$ cat src/rtl/trivium_pkg.sv
// trivium_pkg: shared constants, FSM encoding and state-load helper for the
// Trivium cipher stage.
// Build option: TRIVIUM_UNROLL8_EN selects 8 rounds per clock instead of 1.
package trivium_pkg;

  localparam int unsigned STATE_W     = 288;
  localparam int unsigned INIT_ROUNDS = 1152;
  localparam int unsigned KEY_W       = 80;
  localparam int unsigned BYTE_W      = 8;

`ifdef TRIVIUM_UNROLL8_EN
  localparam int unsigned RPC = 8;
`else
  localparam int unsigned RPC = 1;
`endif

  localparam int unsigned INIT_CYCLES = INIT_ROUNDS / RPC;
  localparam int unsigned GEN_CYCLES  = BYTE_W / RPC;
  localparam int unsigned CNT_W       = 11;

  // Register boundaries (1-based length of A, end of B)
  localparam int unsigned A_LEN = 93;
  localparam int unsigned B_END = 177;

  // Tap positions, 1-based as in the Trivium description
  localparam int unsigned T1_A = 66;
  localparam int unsigned T1_B = 93;
  localparam int unsigned T1_P = 91;
  localparam int unsigned T1_Q = 92;
  localparam int unsigned T1_C = 171;
  localparam int unsigned T2_A = 162;
  localparam int unsigned T2_B = 177;
  localparam int unsigned T2_P = 175;
  localparam int unsigned T2_Q = 176;
  localparam int unsigned T2_C = 264;
  localparam int unsigned T3_A = 243;
  localparam int unsigned T3_B = 288;
  localparam int unsigned T3_P = 286;
  localparam int unsigned T3_Q = 287;
  localparam int unsigned T3_C = 69;

  typedef enum logic [2:0] {
    ST_LOAD,
    ST_INIT,
    ST_IDLE,
    ST_GEN,
    ST_WRITE
  } state_e;

  // Initial state: s1.. = key, s94.. = IV, s286..s288 = 1, rest 0
  function automatic logic [STATE_W-1:0] load_state(input logic [KEY_W-1:0] key,
                                                    input logic [KEY_W-1:0] iv);
    logic [STATE_W-1:0] s;
    s                              = '0;
    s[KEY_W-1:0]                   = key;
    s[A_LEN+KEY_W-1:A_LEN]         = iv;
    s[STATE_W-1:STATE_W-3]         = 3'b111;
    return s;
  endfunction

endpackage

$ cat src/rtl/trivium_round.sv
// trivium_round: one combinational Trivium round.
// Ports: s_i  current state (bit k-1 holds s_k)
//        s_o  state after one round
//        z_o  keystream bit of this round
module trivium_round
  import trivium_pkg::*;
(
  input  logic [STATE_W-1:0] s_i,
  output logic [STATE_W-1:0] s_o,
  output logic               z_o
);

  logic t1, t2, t3;
  logic t1_fb, t2_fb, t3_fb;

  always_comb begin
    t1    = s_i[T1_A-1] ^ s_i[T1_B-1];
    t2    = s_i[T2_A-1] ^ s_i[T2_B-1];
    t3    = s_i[T3_A-1] ^ s_i[T3_B-1];
    z_o   = t1 ^ t2 ^ t3;
    t1_fb = t1 ^ (s_i[T1_P-1] & s_i[T1_Q-1]) ^ s_i[T1_C-1];
    t2_fb = t2 ^ (s_i[T2_P-1] & s_i[T2_Q-1]) ^ s_i[T2_C-1];
    t3_fb = t3 ^ (s_i[T3_P-1] & s_i[T3_Q-1]) ^ s_i[T3_C-1];
    // Each register shifts up by one; feedback enters at its first bit
    s_o   = {s_i[STATE_W-2:B_END], t2_fb,
             s_i[B_END-2:A_LEN],   t1_fb,
             s_i[A_LEN-2:0],       t3_fb};
  end

endmodule

$ cat src/rtl/trivium_cipher.sv
// trivium_cipher: Trivium stream-cipher stage between the UART receiver and
// the transmit FIFO. Loads KEY/IV, runs the warm-up, then XORs each received
// byte with the next 8 keystream bits (first z in bit 0).
// Ports: clk, rst_n (async active-low), ena (global hold when low)
//        rx_data/rx_valid   received byte and its strobe
//        fifo_full          FIFO cannot take a write
//        enc_data           cipher byte, fifo_wr_en write strobe
//        encryption_done    pulse with fifo_wr_en
//        init_done          warm-up finished, overrun dropped-byte pulse
// Build option: TRIVIUM_UNROLL8_EN runs 8 rounds per clock.
module trivium_cipher
  import trivium_pkg::*;
#(
  parameter logic [KEY_W-1:0] KEY = 80'h0,
  parameter logic [KEY_W-1:0] IV  = 80'h0
) (
  input  logic              clk,
  input  logic              rst_n,
  input  logic              ena,
  input  logic [BYTE_W-1:0] rx_data,
  input  logic              rx_valid,
  input  logic              fifo_full,
  output logic [BYTE_W-1:0] enc_data,
  output logic              fifo_wr_en,
  output logic              encryption_done,
  output logic              init_done,
  output logic              overrun
);

  state_e              state_q, state_d;
  logic [STATE_W-1:0]  s_q, s_d;
  logic [CNT_W-1:0]    cnt_q, cnt_d;
  logic [BYTE_W-1:0]   ks_q, ks_d;
  logic [BYTE_W-1:0]   byte_q, byte_d;
  logic [BYTE_W-1:0]   hold_data_q, hold_data_d;
  logic                hold_valid_q, hold_valid_d;
  logic [BYTE_W-1:0]   enc_data_q, enc_data_d;
  logic                fifo_wr_en_q, fifo_wr_en_d;
  logic                done_q, done_d;
  logic                init_done_q, init_done_d;
  logic                overrun_q, overrun_d;

  logic                take;
  logic [BYTE_W-1:0]   ks_next;

  // Round datapath: RPC rounds chained per clock
  logic [STATE_W-1:0]  s_chain [RPC+1];
  logic [RPC-1:0]      z_vec;

  assign s_chain[0] = s_q;

  for (genvar gi = 0; gi < int'(RPC); gi++) begin : g_round
    trivium_round u_round (
      .s_i (s_chain[gi]),
      .s_o (s_chain[gi+1]),
      .z_o (z_vec[gi])
    );
  end

`ifdef TRIVIUM_UNROLL8_EN
  assign ks_next = z_vec;
`else
  // Shift in from the top so the first z ends up in bit 0 after 8 rounds
  assign ks_next = {z_vec[0], ks_q[BYTE_W-1:1]};
`endif

  // FSM takes a byte in IDLE, from the hold register or straight from rx
  assign take = (state_q == ST_IDLE) && (hold_valid_q || rx_valid);

  // Next-state and output logic
  always_comb begin
    state_d      = state_q;
    s_d          = s_q;
    cnt_d        = cnt_q;
    ks_d         = ks_q;
    byte_d       = byte_q;
    hold_data_d  = hold_data_q;
    hold_valid_d = hold_valid_q && !take;
    enc_data_d   = enc_data_q;
    fifo_wr_en_d = 1'b0;
    done_d       = 1'b0;
    init_done_d  = init_done_q;
    overrun_d    = 1'b0;

    // One-entry hold; a byte bypassing into the FSM does not occupy it
    if (rx_valid) begin
      if (hold_valid_q && !take) begin
        overrun_d = 1'b1;
      end else if (hold_valid_q || !take) begin
        hold_data_d  = rx_data;
        hold_valid_d = 1'b1;
      end
    end

    case (state_q)
      ST_LOAD: begin
        s_d     = load_state(KEY, IV);
        cnt_d   = '0;
        state_d = ST_INIT;
      end
      ST_INIT: begin
        s_d   = s_chain[RPC];
        cnt_d = cnt_q + CNT_W'(1);
        if (cnt_q == CNT_W'(INIT_CYCLES - 1)) begin
          cnt_d       = '0;
          init_done_d = 1'b1;
          state_d     = ST_IDLE;
        end
      end
      ST_IDLE: begin
        if (take) begin
          byte_d  = hold_valid_q ? hold_data_q : rx_data;
          cnt_d   = '0;
          state_d = ST_GEN;
        end
      end
      ST_GEN: begin
        s_d   = s_chain[RPC];
        ks_d  = ks_next;
        cnt_d = cnt_q + CNT_W'(1);
        if (cnt_q == CNT_W'(GEN_CYCLES - 1)) begin
          cnt_d   = '0;
          state_d = ST_WRITE;
        end
      end
      ST_WRITE: begin
        // Stall here with keystream frozen while the FIFO is full
        if (!fifo_full) begin
          enc_data_d   = byte_q ^ ks_q;
          fifo_wr_en_d = 1'b1;
          done_d       = 1'b1;
          state_d      = ST_IDLE;
        end
      end
      default: state_d = ST_LOAD;
    endcase
  end

  // State registers; ena low freezes everything
  always_ff @(posedge clk or negedge rst_n) begin
    if (!rst_n) begin
      state_q      <= ST_LOAD;
      s_q          <= '0;
      cnt_q        <= '0;
      ks_q         <= '0;
      byte_q       <= '0;
      hold_data_q  <= '0;
      hold_valid_q <= 1'b0;
      enc_data_q   <= '0;
      fifo_wr_en_q <= 1'b0;
      done_q       <= 1'b0;
      init_done_q  <= 1'b0;
      overrun_q    <= 1'b0;
    end else if (ena) begin
      state_q      <= state_d;
      s_q          <= s_d;
      cnt_q        <= cnt_d;
      ks_q         <= ks_d;
      byte_q       <= byte_d;
      hold_data_q  <= hold_data_d;
      hold_valid_q <= hold_valid_d;
      enc_data_q   <= enc_data_d;
      fifo_wr_en_q <= fifo_wr_en_d;
      done_q       <= done_d;
      init_done_q  <= init_done_d;
      overrun_q    <= overrun_d;
    end
  end

  assign enc_data        = enc_data_q;
  assign fifo_wr_en      = fifo_wr_en_q;
  assign encryption_done = done_q;
  assign init_done       = init_done_q;
  assign overrun         = overrun_q;

endmodule
$ cat config.mk
export PLATFORM = sky130hd
export DESIGN_NAME = trivium_cipher
export DESIGN_NICKNAME = d
export VERILOG_FILES = /design/src/rtl/trivium_pkg.sv /design/src/rtl/trivium_round.sv /design/src/rtl/trivium_cipher.sv
export SDC_FILE = /design/constraint.sdc
export NUM_CORES = 1
export LEC_CHECK = 0
export CORE_UTILIZATION = 53
export CTS_BUF_LIST = sky130_fd_sc_hd__clkbuf_2 sky130_fd_sc_hd__clkbuf_4 sky130_fd_sc_hd__clkbuf_8
export DETAILED_ROUTE_END_ITERATION = 12
export GPL_TIMING_DRIVEN = 0
export PLACE_DENSITY = 0.66
export SYNTH_ARGS = -nofsm -noshare
export SYNTH_HDL_FRONTEND = slang
export SYNTH_SLANG_ARGS = --single-unit
export TNS_END_PERCENT = 1
$ cat constraint.sdc
create_clock -name clk -period 2.3 [get_ports clk]
set_clock_uncertainty 0.1 [all_clocks]
set_input_delay 0.23 -clock clk [delete_from_list [all_inputs] [get_ports clk]]
set_output_delay 0.23 -clock clk [all_outputs]
set_load 0.05 [all_outputs]
Word level (Yosys, flattened, before mapping):

Cells that the tools add are included.

* word-level logic and storage cells: 74
* flip-flop bits (word level): 338
* input bits: 13
* output and inout port bits: 12

* reduce and logical (&&, ||, !) cells: 17
* $add $sub $neg: 1
* muxes and demuxes: 18
* bitwise gates (word level): 17
* equality and inequality tests: 10

Operators by type and width (number)
* $pmux 288 s2: 1
* $pmux 11 s4: 1
* $mux 11: 3
* $pmux 3 s5: 1
* $mux 3: 4
* $reduce_and 3->1: 4
* $add 11x1->11 const B: 1
* $eq 11x11->1 const B: 1
* $eq 11x3->1 const B: 1
* $xor 1x1->1: 11
* $mux 8: 1
* $ne 2x2->1 const B: 4
* $xor 8x8->8: 1
* $mux 1: 7
* $eq 3x2->1 const B: 2
* $reduce_and 5->1: 1
* $reduce_and 2->1: 2
* $reduce_and 4->1: 1
* $reduce_bool 4->1: 1
* $and 1x1->1: 3
* $eq 3x1->1 const B: 1
* $eq 3x3->1 const B: 1
* $logic_not 3->1: 1
* $logic_and 1x1->1: 2
* 5 further kinds: 7

Logic depth before layout (Yosys ltp):

* depth after elaboration: 7
* mapped depth: 8
* gate-level depth less buffers: 6

Cells and area by module:

Synthesis repeated with hierarchy kept, for this count alone.

* cells, all modules: 1159
* area, all modules: 14735.4 um2

Modules (own cells, without submodules)
* trivium_cipher: instances 1, cells each 861, area an instance 12426.9 um2, seq. area each 8458.1 um2
* trivium_round: instances 1, cells each 298, area an instance 2308.5 um2, seq. area each 0.0 um2

Worst setup path after synthesis:

No wires, ideal clock.

* path type: register -> register
* start: reg cnt_q[0]
* end: reg cnt_q[8]
* data required time: 2.090 ns
* arrival time: 1.556 ns
* path slack: 0.534 ns
* library setup time: 0.110 ns
* cell stages (with the launch flop): 7
* buffers on the path: 0
* cell sequence: dfrtp_1 > ha_1 > and2_4 > and4b_1 > a41oi_2 > nand2_1 > o41ai_1

* longest elaborated chain between the ends: 3
* elaborated cells between the ends (all ways): 6
* classes of those cells: add/sub (1); eq/ne (2); mux (3)

Ends and longest elaborated chain
* start, declared: RTL line trivium_cipher.sv:32 `logic [CNT_W-1:0] cnt_q, cnt_d;`
* start signal, assigned: RTL line trivium_cipher.sv:157 `cnt_q <= cnt_d;`
* $add 11x1->11 (tied with other cells): RTL line trivium_cipher.sv:103, trivium_cipher.sv:120
* $mux 11 (on tied branches): RTL line trivium_cipher.sv:121, trivium_cipher.sv:104
* $pmux 11 s4 *: RTL line trivium_cipher.sv:95 `case (state_q)`

Every way passes the cells marked *; elsewhere a longest branch is shown, timed or not.
A chain may end at the register's enable or synchronous reset.

==> results list <==
* Hold Path Class: in2async
- Summed over all nets, wire length on met2 after detailed routing comes to approximately 10 mm.
* Clock edge transition at the registers on the reported setup and hold paths: 0.06 ns
- The startpoint identified for the worst register-to-register timing path is state_q[2].
* Fraction of registers with async set or reset after synthesis: 100%
- Yosys printed 0 warnings.
* Number of placement rows: 55
- Worst-Skew Late Latency: 0.56 ns
- Number of violations reported at the end of detailed-routing iteration 0: 619
- The synthesized design devotes to its leading area cell type between 60% and 70% of total area.
* Sequential area share after synthesis: 67.5%
- Number of CTS-inserted buffers: 53
- Number of sinks handled by clock tree synthesis: 338
* Routed wirelength normalized by instance count: 16.8 um
- Diode count: 0
* Clock tree from TritonCTS: yes
- Number of buffers on the longest clock path: 3
* Top flip-flop cell by instance count after synthesis: dfrtp_1
- Dividing the synthesized area by the synthesized cell count gives 14.4 sq um.
* Via density per instance: approximately 5.7
* Unrepaired setup endpoints after global routing: false
- Clock tree synthesis selected as its root buffer the cell clkbuf_8.
* Met3 routed WL: approximately 660 um
- Global-route wire length before repair: 38.0 mm
- The flow ran to the end, and the final reports show no timing, DRC or antenna violations.
* Total Die Area: between 20000 and 25000 sq um
* Io pins: 25
* Data arrival time of the worst path: between 1.5 and 2 ns
- Least-Margin Pin Slew: around 0.63 ns
- The biggest area contributor in the post-synthesis netlist is dfrtp_1.
- Pin count of the biggest net entering global routing: just over 100
- Port buffering added 23 buffers.
* Critical path fanouts, max: 3
* Parity-gate share of the synthesized area counting xor and xnor cells: 1.40%
- Portion of netlist area occupied by mux cells: between 1.5 and 2%
- Once detailed placement completed, the half-perimeter wirelength came to 13.5 mm.
* Largest family of logic cells by synthesized area: compound AO/OA/AOI/OAI gates
- Via count of the first global-routing pass: 7738
- Drt first pass iters: 5
- Proportion of layout cells with a drive suffix above 1: a little under a fifth
* Total negative slack for setup checks: 0 ns
* Layout overhead on the synthesized area: 15.2%
- Across the VDD grid, the largest voltage drop is about 0.00057 V.
* Effective utilization at floorplan: about 55%
- For this run, design rule violations remaining after detail routing come to 0.
- X dimension of the die: roughly 160 um
* P per Cell Area: around 900 nW/um^2
- Start point of the critical path: encryption_done
* Hold-fix buffers at CTS: 2
* Leakage: ~7.1 nW
- Synthesized-area fraction occupied by ao, oa, aoi and oai cells: 22.9%
- Sort of element at the start of the critical path: flop
- # Max-Cap Violations: 0
- Post-CTS timing repair inserted 0 buffers for setup.
- Fillers: 1759
* Number of synthesized flops with an enable pin: 0
- For this run, the post-layout net count is 968.
- For this run, the share of the core covered by cells in the final layout is 63.0%.
- Sum of internal, switching and leakage power: approximately 13 mW
- Dominant cells by area after synthesis: dfrtp_1, a22o_1, buf_2
- Summing the areas of all and, or, nand and nor instances in the mapped netlist gives under 10% of the synthesized area.
- Wires add up to 22.0 mm.
* Portion of the clock cycle consumed by the worst path in the final layout: 94.3%
- Std-Cell Core Area: 22900 sq um
- Global routing consumed, over all layers together, 19.1% of the routing resources.
- Subtracting the final worst setup slack from the clock period gives 2.17 ns.
* Vert. Die Dim: 156 um
- Total standard cell area after synthesis: between 10000 and 15000 sq um
- The detail route stage leaves a number of antenna-violating nets equal to 0.
* CP Class: reg2out
- Total count of hold-check failures in the final report: 0
- Placed Cells incl. Taps: 1210
- The H-tree generated during clock tree synthesis spans 2 levels.
- Via total after detailed routing: 7468
- After Yosys synthesis, full adders, half adders and majority gates account for less than 1% of the synthesized area.
- Net count after synthesis: 885
- Once the clock tree was built, the resizer swapped 0 gates to a different size.
* Highest metal layer with signal wires: met4
- Gate count after technology mapping: approximately 870
- Global routing finished with a remaining overflow of 0.
- STA classifies the critical path endpoint as an output port.
* Required time at the endpoint of the critical path: 1.97 ns
- Once layout is complete, the cells apart from fillers number 1309.
* Final number of setup-violating endpoints: 0
- Worst hold slack: 0.110 ns
* Final number of max-transition violations: 0
* Max_slew headroom: just under 60%
- In the final routing, the length of wire on met1 measures 10.9 mm.
- Number of antenna violations at the first check in global routing: 0
- Distinct cell type count of the synthesized netlist: 51
- The congestion estimate from routability-driven global placement came to slightly above 0.8.
* Synthesized flop and latch total: 338
* Upper clock frequency limit: 0.461 GHz
layer usage:
layer / global-route usage [%] / vias up
li1: - / 3487
met1: 28.1 / 3839
met2: 28.6 / 105
met3: 3.53 / 37
met4: 7.24 / 0
met5: 0 / -
sequential cells by signal, summed over array words and instances, names as in the netlist:
signal           count
byte_q               8
cnt_q               11
enc_data             8
encryption_done      1
hold_data_q          8
hold_valid_q         1
init_done            1
ks_q                 8
overrun              1
s_q                288
state_q              3
path summary, 6_finish.rpt:
kind / to / slack [ns] / cells after the start
min in group clk: hold_data_q[5] / 0.21 / 2
max in group asynchronous: s_q[115] / 0.70 / 4
min: hold_data_q[0] / 0.11 / 2
max reg2reg: s_q[126] / 0.18 / 5
min reg2reg: init_done / 0.37 / 1
max: fifo_wr_en / 0.13 / 2
worst max-delay path: stages (launching register included):
cell             delay [ns]
dfrtp_1                0.38
buf_4                  0.12
clkdlybuf4s50_1        0.78
power breakdown:
group	internal (mW)	total [mW]	leakage, nW	switching (mW)
Combinational	0.471	1.15	1.81	0.676
Clock	3.15	5.38	0.629	2.23
Sequential	6.23	6.42	4.65	0.196
Total	9.84	12.9	7.08	3.10
through the flow:
stage | worst slack, ns | cell area, sq um
3_5_place_dp | 0.131 | 13200
5_1_grt | 0.0146 | 14400
6_report | 0.132 | 14400
4_1_cts | 0.0910 | 14400
2_1_floorplan | 0.534 | 12500
3_3_place_gp | -12.19 | 13200
cells in the final DEF (no fill, tap or decap), drive strengths merged, types with 3 or more instances in the layout:
cell / netlist / routed
o22a: 3 / 3
nand4: 3 / 3
mux2i: 8 / 8
a21o: 3 / 3
nor2: 29 / 29
xnor2: 17 / 17
xor2: 3 / 3
inv: 3 / 3
nand3: 6 / 6
clkbuf: 10 / 100
a21oi: 19 / 19
mux2: 15 / 15
o31ai: 3 / 3
clkinv: 0 / 5
clkdlybuf4s50: 0 / 22
nand2: 22 / 22
buf: 61 / 65
dfrtp: 338 / 338
a22o: 287 / 287
o21ai: 11 / 11
cell families after synthesis:
kind of cell	count (synthesis)
AOI/OAI and AO/OA	340
muxes	23
DFF	338
and+or+nand+nor	75
xor gates and xnor gates	20
buffers and inverters	74
adders and majority gates	1
cells in the mapped netlist, types with 3 or more instances:
master / n
a21o_1: 3
a21oi_1: 19
a22o_1: 287
buf_2: 56
clkbuf_1: 8
dfrtp_1: 338
mux2_2: 15
mux2i_1: 8
nand2_1: 22
nand3_1: 5
nand4_1: 3
nor2_1: 27
o21ai_0: 10
o22a_1: 3
o31ai_1: 3
xnor2_1: 17
xor2_1: 3
area by class of cell:
cell class / instances / area, sq um / share of cell area (%)
timing repair buffer: 28 / 338 / 2.34
inverter: 3 / 11.3 / 0.0780
clock buffer: 90 / 1110 / 7.72
clock inverter: 7 / 62.6 / 0.433
tap: 313 / 392 / 2.71
multi-input combinational: 459 / 3700 / 25.6
buffer: 71 / 362 / 2.51
sequential: 338 / 8460 / 58.6
Power figures use the tool's default switching activity.
